### config.mk
export PLATFORM = sky130hd
export DESIGN_NAME = ball_mover_flat
export DESIGN_NICKNAME = d
export VERILOG_FILES = /design/src/rtl/ball_mover_if.sv /design/src/rtl/ball_mover.sv /design/src/flat_wrapper.sv
export SDC_FILE = /design/constraint.sdc
export NUM_CORES = 1
export LEC_CHECK = 0
export BUFFER_PORTS_ARGS = -buffer_cell sky130_fd_sc_hd__buf_2
export CORE_MARGIN = 2
export CORE_UTILIZATION = 25
export CTS_BUF_LIST = sky130_fd_sc_hd__clkbuf_4
export CTS_CLUSTER_SIZE = 8
export DETAILED_ROUTE_END_ITERATION = 7
export SLEW_MARGIN = 15
export SYNTH_ARGS = -nofsm -noshare
export SYNTH_HDL_FRONTEND = slang
export SYNTH_SLANG_ARGS = --single-unit
### constraint.sdc
create_clock -name Clk -period 3.7 [get_ports Clk]
set_input_delay 0.74 -clock Clk [delete_from_list [all_inputs] [get_ports Clk]]
set_output_delay 0.74 -clock Clk [all_outputs]
set_load 0.05 [all_outputs]
### src/rtl/ball_mover_if.sv
// Ball mover port bundle: key/wall inputs in, registered ball position/direction out.
// Latency: wires only, none added.
// Backpressure: none; all signals are level or single-cycle strobes.
`timescale 1ns/1ps
interface ball_mover_if;
  logic [7:0] keycode;
  logic       BlockUp;
  logic       BlockDown;
  logic       BlockLeft;
  logic       BlockRight;
  logic [9:0] BallX;
  logic [9:0] BallY;
  logic [2:0] Dir;
  logic       step;

  // Ball mover side: consumes key and wall flags, produces position.
  modport master (
    input  keycode, BlockUp, BlockDown, BlockLeft, BlockRight,
    output BallX, BallY, Dir, step
  );

  // Renderer/keyboard side: supplies key and wall flags, observes position.
  modport slave (
    output keycode, BlockUp, BlockDown, BlockLeft, BlockRight,
    input  BallX, BallY, Dir, step
  );
endinterface

### src/rtl/ball_mover.sv
// Moves a 16x16 ball one pixel per DIV frame ticks under keyboard control with wall/edge stops.
// Latency: position/step register 3 Clk after a frame_clk rising edge (2-flop sync + edge detect).
// Backpressure: none; keycode is sampled only in the move-event cycle, other values are ignored.
`timescale 1ns/1ps
module ball_mover #(
  parameter logic [9:0] X_INIT = 10'd320,
  parameter logic [9:0] Y_INIT = 10'd240,
  parameter logic [9:0] X_MAX  = 10'd624,
  parameter logic [9:0] Y_MAX  = 10'd464,
  parameter logic [3:0] DIV    = 4'd1
) (
  input  logic          Clk,
  input  logic          Reset,
  input  logic          frame_clk,
  ball_mover_if.master  bus
);

  typedef enum logic [2:0] {
    STOP  = 3'd0,
    UP    = 3'd1,
    DOWN  = 3'd2,
    LEFT  = 3'd3,
    RIGHT = 3'd4
  } dir_t;

  dir_t       dir_q, dir_d, dir_pick, req;
  logic       req_vld;
  logic [9:0] x_q, x_d, y_q, y_d;
  logic       step_q, step_d;
  logic [3:0] cnt_q, cnt_d;
  logic       sync0, sync1, sync_d, armed;
  logic [1:0] fill;
  logic       tick, move_evt;

  function automatic logic blocked(input dir_t d, input logic bu, input logic bd,
                                   input logic bl, input logic br);
    case (d)
      UP:      blocked = bu;
      DOWN:    blocked = bd;
      LEFT:    blocked = bl;
      RIGHT:   blocked = br;
      default: blocked = 1'b0;
    endcase
  endfunction

  // Synchronize frame_clk; 'armed' waits for a real low sample after reset so a
  // frame_clk that is already high when reset drops cannot fake a rising edge.
  always_ff @(posedge Clk) begin
    if (Reset) begin
      sync0  <= 1'b0;
      sync1  <= 1'b0;
      sync_d <= 1'b0;
      fill   <= 2'b00;
      armed  <= 1'b0;
    end else begin
      sync0  <= frame_clk;
      sync1  <= sync0;
      sync_d <= sync1;
      fill   <= {fill[0], 1'b1};
      armed  <= armed | (fill[1] & ~sync1);
    end
  end

  assign tick     = armed & sync1 & ~sync_d;
  assign move_evt = tick && (cnt_q == DIV - 4'd1);

  // Decode the requested direction from the HID keycode.
  always_comb begin
    req     = STOP;
    req_vld = 1'b0;
    case (bus.keycode)
      8'h1A:   begin req = UP;    req_vld = 1'b1; end
      8'h16:   begin req = DOWN;  req_vld = 1'b1; end
      8'h04:   begin req = LEFT;  req_vld = 1'b1; end
      8'h07:   begin req = RIGHT; req_vld = 1'b1; end
      default: begin req = STOP;  req_vld = 1'b0; end
    endcase
  end

  // Direction FSM next state plus the 1-pixel move; edges clamp to STOP, never wrap.
  always_comb begin
    dir_d    = dir_q;
    dir_pick = dir_q;
    x_d      = x_q;
    y_d      = y_q;
    step_d   = 1'b0;
    cnt_d    = cnt_q;
    if (tick) begin
      cnt_d = (cnt_q == DIV - 4'd1) ? 4'd0 : cnt_q + 4'd1;
    end
    if (move_evt) begin
      if (req_vld && !blocked(req, bus.BlockUp, bus.BlockDown, bus.BlockLeft, bus.BlockRight))
        dir_pick = req;
      else if (blocked(dir_q, bus.BlockUp, bus.BlockDown, bus.BlockLeft, bus.BlockRight))
        dir_pick = STOP;
      else
        dir_pick = dir_q;
      dir_d = dir_pick;
      case (dir_pick)
        UP:      if (y_q != 10'd0) begin y_d = y_q - 10'd1; step_d = 1'b1; end else dir_d = STOP;
        DOWN:    if (y_q < Y_MAX)  begin y_d = y_q + 10'd1; step_d = 1'b1; end else dir_d = STOP;
        LEFT:    if (x_q != 10'd0) begin x_d = x_q - 10'd1; step_d = 1'b1; end else dir_d = STOP;
        RIGHT:   if (x_q < X_MAX)  begin x_d = x_q + 10'd1; step_d = 1'b1; end else dir_d = STOP;
        default: dir_d = STOP;
      endcase
    end
  end

  // State register: direction, position, step strobe and frame divider.
  always_ff @(posedge Clk) begin
    if (Reset) begin
      dir_q  <= STOP;
      x_q    <= X_INIT;
      y_q    <= Y_INIT;
      step_q <= 1'b0;
      cnt_q  <= 4'd0;
    end else begin
      dir_q  <= dir_d;
      x_q    <= x_d;
      y_q    <= y_d;
      step_q <= step_d;
      cnt_q  <= cnt_d;
    end
  end

  assign bus.BallX = x_q;
  assign bus.BallY = y_q;
  assign bus.Dir   = dir_q;
  assign bus.step  = step_q;

endmodule

### src/flat_wrapper.sv
// flat-port wrapper written by rule: the top's interface ports become plain ports
module ball_mover_flat 
#(
  parameter logic [9:0] X_INIT = 10'd320,
  parameter logic [9:0] Y_INIT = 10'd240,
  parameter logic [9:0] X_MAX  = 10'd624,
  parameter logic [9:0] Y_MAX  = 10'd464,
  parameter logic [3:0] DIV    = 4'd1
)
  (Clk, Reset, frame_clk, bus_keycode, bus_BlockUp, bus_BlockDown, bus_BlockLeft, bus_BlockRight, bus_BallX, bus_BallY, bus_Dir, bus_step);
  ball_mover_if bus_i ();
  input  logic Clk;
  input  logic Reset;
  input  logic frame_clk;
  input wire logic [$bits(bus_i.keycode)-1:0] bus_keycode;
  input wire logic [$bits(bus_i.BlockUp)-1:0] bus_BlockUp;
  input wire logic [$bits(bus_i.BlockDown)-1:0] bus_BlockDown;
  input wire logic [$bits(bus_i.BlockLeft)-1:0] bus_BlockLeft;
  input wire logic [$bits(bus_i.BlockRight)-1:0] bus_BlockRight;
  output wire logic [$bits(bus_i.BallX)-1:0] bus_BallX;
  output wire logic [$bits(bus_i.BallY)-1:0] bus_BallY;
  output wire logic [$bits(bus_i.Dir)-1:0] bus_Dir;
  output wire logic [$bits(bus_i.step)-1:0] bus_step;
  assign bus_i.keycode = bus_keycode;
  assign bus_i.BlockUp = bus_BlockUp;
  assign bus_i.BlockDown = bus_BlockDown;
  assign bus_i.BlockLeft = bus_BlockLeft;
  assign bus_i.BlockRight = bus_BlockRight;
  assign bus_BallX = bus_i.BallX;
  assign bus_BallY = bus_i.BallY;
  assign bus_Dir = bus_i.Dir;
  assign bus_step = bus_i.step;
  ball_mover #(.X_INIT(X_INIT), .Y_INIT(Y_INIT), .X_MAX(X_MAX), .Y_MAX(Y_MAX), .DIV(DIV)) u_core (.Clk(Clk), .Reset(Reset), .frame_clk(frame_clk), .bus(bus_i));
endmodule
Word-level counts from Yosys, hierarchy flattened
Cells that the tools add are included.
- add/subtract/negate cells: 5
- muxes and demuxes: 28
- equality and inequality tests: 20
- $lt $le $gt $ge: 2
- reductions and logical operators: 12
- bitwise gates (word level): 7
- operators by type and width (kind ; number):
    $mux W10 ; 4
    $pmux W10 S2 ; 2
    $pmux W3 S4 ; 2
    $mux W3 ; 7
    $add A10 B1 Y10 const B ; 2
    $reduce_bool A10 Y1 ; 2
    $sub A10 B1 Y10 const B ; 2
    $eq A3 B2 Y1 const B ; 6
    $eq A8 B3 Y1 const B ; 2
    $eq A8 B5 Y1 const B ; 2
    $pmux W1 S4 ; 3
    $lt A10 B10 Y1 const B ; 1
    $lt A10 B9 Y1 const B ; 1
    $eq A3 B1 Y1 const B ; 3
    $eq A3 B3 Y1 const B ; 3
    $mux W1 ; 9
    $ne A2 B1 Y1 const B ; 4
    $reduce_and A4 Y1 ; 2
    $add A4 B1 Y4 const B ; 1
    $logic_not A4 Y1 ; 1
    $mux W4 ; 1
    $reduce_bool A2 Y1 ; 2
    $reduce_or A4 Y1 ; 1
    $and A1 B1 Y1 ; 3
    5 further kinds ; 8
- output and inout port bits: 24
- bits in registers: 34
- input port bits: 15
- word-level logic and storage cells: 85

Depth between registers and ports, before layout
- depth in word-level cells: 15
- mapped depth: 16
- gate-level depth less buffers: 14

Worst setup path after synthesis
Ideal clock, no wire load.
- kind: input-to-reg
- from: in bus_keycode[1]
- to: reg u_core.y_q[9], in the netlist u_core.bus.BallY[9]
- arrival time: 3.886 ns
- slack: -0.322 ns
- required time: 3.564 ns
- stages: 13
- library setup time: 0.136 ns
- buffers on the path: 1
- cell sequence: buf_6 -> or4b_4 -> o22ai_4 -> o21a_1 -> nor2_1 -> or3_1 -> ha_1 -> a2111o_1 -> o2111ai_1 -> nand2_1 -> o311a_1 -> a221oi_1 -> o311ai_1
- word-level cells in the longest chain between the ends: 12
- elaborated cells between the ends (all ways): 24
- classes of those cells: 12 x eq/ne; 7 x mux; 5 x reduce/logical
- RTL lines (item ; line ; source):
    start, declared ; flat_wrapper.sv:15 ; input wire logic [$bits(bus_i.keycode)-1:0] bus_keycode;
    $eq A8 B3 Y1 or $eq A8 B5 Y1 (tied branches) ; ball_mover.sv:71 ; case (bus.keycode)
    $pmux W3 S4 ; ball_mover.sv:71 ;
    $eq A3 B3 Y1, or another cell as far along ; ball_mover.sv:37 ; case (d)
    $pmux W1 S4 ; ball_mover.sv:37 ;
    $mux W1 ; ball_mover.sv:91 ; if (move_evt) begin
    $logic_not A1 Y1 ; ball_mover.sv:92 ; if (req_vld && !blocked(req, bus.BlockUp, bus.BlockDown, bus.BlockLeft, bus.BlockRight))
    $logic_and A1 B1 Y1 ; ball_mover.sv:92 ;
    $mux W3 * ; ball_mover.sv:92 ;
    $mux W3 * ; ball_mover.sv:91 ;
    $eq A3 B2 Y1 or $eq A3 B1 Y1 (tied branches) ; ball_mover.sv:99 ; case (dir_pick)
    $ne A2 B1 Y1 (no line) or $reduce_bool A2 Y1 (tied branches) ; n/a ;
    $reduce_and A4 Y1 (no line) ; n/a ;
    end signal, assigned ; ball_mover.sv:120 ; y_q <= y_d;
    end, declared ; ball_mover.sv:28 ; logic [9:0] x_q, x_d, y_q, y_d;
Mark *: on every way between the ends. The rest lies on a longest branch, timed or not. The select of a mux whose other input is x is not followed.
A chain may end at the register's enable or synchronous reset.

Worst setup path after layout
Same ends and word-level chain as after synthesis.

==> impl_results.md <==
* Final Skew at 0.0150 ns
* Final-report setup violation count at 0
* Period utilisation layout at 0.985
* ANT nets after route at 0
* R2R Setup Slk at 0.45 ns
* Worst Hold Path EP: u_core.sync1$_SDFF_PP0_
* IO Count at 39
* CP Launch Type: input pin
* Rows at 36
* Post-synth EDFFs at 0
* Syn_area_per_cell at 8.44 µm²
* Worst hold slack at 0.449 ns
* DP Worst Slack at -0.312 ns
* Max-slew headroom at 0.611
* Global-route wire length before repair at 11100 µm
* Comb pwr share at 0.080
* Filler cells at 1040
* CTS sink count at 34
* Pwr Total at 0.632 mW
* WL/cell at 13.5 µm
* Clock Latency Late Sink at 0.35 ns
* Worst path arrival time at 3.87 ns
* Post-Syn Area at 2490 µm²
* CTS tree: yes
* Final non-filler cell area at 3480 µm²
* Layout Cells excl Fill at 520
* Worst flop-to-flop path endpoint: u_core.bus.BallY[9]$_SDFFE_PP0P_
* PnR worst setup slack at 0.0570 ns
* PortBufs at 38
* Post-DP HPWL at 5160 µm
* Die span in y at 104 µm
* Sw frac at 0.269
* Register area share after synthesis at 0.274
* Vias at 2514
* Routed WL at 7000 µm
* Status: completed
* Vias in the first global route at 2391
* Synth Flop Type: dfxtp_1
* Synth unique cells at 65
* Max Freq at 275 MHz
* Hold Startpoint: u_core.sync0$_SDFF_PP0_
* Placed cell area at 3280 µm²
* Reg clk slew, reported paths at 0.11 ns
* H-tree levels at 2
* Initial Util at 0.256
* FF+latch count, synth at 34
* Maximum clock insertion buffer count at 2
* Die width at 104 µm
* Crit Path Max Fanout at 6
* Mapped Nets at 331
* Critical path class: input pin to flop
* Worst Setup SP: bus_keycode[1]
* Root Buffer: clkbuf_4
* DP Cell Count at 508
* FFs w/ async S/R, synth at 0
* Hold_buf cts at 0
* Vias/cell at 4.83
* Pins over their slew limit at 0
* PD cells at 182 nW/µm²
* Clock buffers created by TritonCTS at 5
* Internal at 0.462 mW
* Area Overhead vs Synth at 39.7%
* Hold Crit Depth at 1
* Max-cap violations at 0
* Post-synthesis cell count at 295
* Worst setup EP type: flop
* Total GRT Usage at 0.124
* Final net count at 422
* Starting DRT DRC Count at 91
* Number of diodes at 0
* Sequential share of power at 0.587
* Post-Route Utilization at 0.357
* Initial antenna violation count at 0
* Pre-antenna DRT Iters at 4
* Setup TNS at 0 ns
* Die area at 10800 µm²
* Data required time at the worst endpoint at 3.92 ns
* Ratio of cells with drive above 1 in the final layout at 0.362
* Worst Hold Class: flop to flop
* Worst vdd ir at 0.123 mV
* Overflow left after global routing at 0
* Hold Vio Cnt, Final at 0
* Leak at 1.42 nW
* Sw power at 0.170 mW
* Clock network fraction of total power at 0.334
* Syn. warnings at 0
* Residual DRC at 0
* Largest net degree at the start of global routing at 29
* Reg2reg start: u_core.bus.Dir[0]$_SDFFE_PP0P_
* Final min period at 3.64 ns
* Worst-Margin Slew at 0.583 ns
* RePlAce Congestion at 0.910
* Reg2reg path depth at 12
* Placeable Area at 9730 µm²
-- worst max-delay path, stage by stage --
cell and delay [ns]:
buf_2 0.11, or4b_4 0.57, o22ai_2 0.18, o2111a_1 0.27
nor3_4 0.07, or3_4 0.47, ha_4 0.27, a2111o_1 0.39
o2111ai_2 0.23, nand2_1 0.13, o311a_1 0.16, a221oi_2 0.16
o311ai_1 0.12
-- layout make-up --
type,count,area (µm²),area share
sequential,34,681,0.196
tap,133,166,0.0479
inverter,14,52.6,0.0151
clock buffer,5,37.5,0.0108
timing repair buffer,91,592,0.170
multi-input combinational,240,1930,0.556
clock inverter,3,16.3,0.00468
-- synthesized netlist by cell type, drive strengths merged, types with 4 or more instances --
cell,count,share of area
xnor2,10,0.035
nor4,6,0.021
or2,5,0.013
nor3,9,0.025
nand3,13,0.028
nor2,25,0.038
nand2,31,0.047
o21a,4,0.012
ha,19,0.096
clkbuf,5,0.0075
o21ai,9,0.018
mux2i,9,0.038
dfxtp,34,0.27
xor2,7,0.025
inv,13,0.020
a31oi,4,0.010
o211ai,8,0.024
a21oi,18,0.036
buf,4,0.016
nor2b,8,0.020
-- routing by layer --
metal,track usage,vias up,wire (µm)
li1,-,1275,-
met1,0.158,1175,3300
met2,0.205,52,3300
met3,0.0227,12,263
met4,0.0512,0,133
met5,0,-,0
-- cell usage in the layout (no fill, tap or decap), types with 3 or more instances in the layout --
cell type / n
xnor2_1: 10
inv_1: 12
nor4_1: 5
nand3_1: 12
nor2_1: 24
o2111a_1: 3
nand2_1: 31
a21oi_1: 16
ha_1: 9
buf_4: 52
o211ai_1: 8
clkbuf_4: 5
ha_4: 10
a31oi_1: 3
and3_1: 3
buf_2: 38
o21ai_0: 4
o21a_1: 4
mux2i_1: 8
nor3_1: 7
xor2_1: 7
nor2b_1: 8
dfxtp_1: 34
o21ai_1: 4
-- worst max path at each step --
| stage | depth (start not counted) | slack, ns | endpoint |
|---|---|---|---|
| after floorplan | 13 | -0.12 | u_core.bus.BallY[9]$_SDFFE_PP0P_ |
| after global placement | 13 | -0.26 | u_core.bus.BallY[9]$_SDFFE_PP0P_ |
| after detailed placement | 13 | -0.31 | u_core.bus.BallY[9]$_SDFFE_PP0P_ |
| after CTS | 13 | 0.07 | u_core.bus.BallY[9]$_SDFFE_PP0P_ |
| after global routing | 13 | -0.01 | u_core.bus.BallY[9]$_SDFFE_PP0P_ |
| final | 13 | 0.06 | u_core.bus.BallY[9]$_SDFFE_PP0P_ |
-- cell families (layout without fill, tap and decap cells) --
logic type,count (synthesis),count (layout),synth area share
simple gates,117,119,0.254
compound gates,73,73,0.215
flops,34,34,0.274
buf+inv,23,113,0.0442
fa+ha+maj,21,21,0.112
xor+xnor,17,17,0.0598
mux,10,10,0.0422
-- power groups by stage --
stage / Combinational [mW] / Sequential (mW) / Clock (mW)
6_report: 0.0503 / 0.371 / 0.211
5_1_grt: 0.0554 / 0.371 / 0.235
4_1_cts: 0.0493 / 0.371 / 0.222
3_5_place_dp: 0.0490 / 0.379 / 0
3_3_place_gp: 0.0477 / 0.379 / 0
2_1_floorplan: 0.0242 / 0.379 / 0
-- flip-flops by register name (all words and copies together), names as in the netlist --
register	count
u_core.armed	1
u_core.bus.BallX	10
u_core.bus.BallY	10
u_core.bus.Dir	3
u_core.bus.step	1
u_core.cnt_q	4
u_core.fill	2
u_core.sync0	1
u_core.sync1	1
u_core.sync_d	1
-- repair_timing --
item	4_1_cts	5_1_grt
endpoints found under the setup margin	0	5
endpoints found under the hold margin	0	0
setup buffers	0	2
resized for setup	0	15
(Power assumes the default switching activity.)
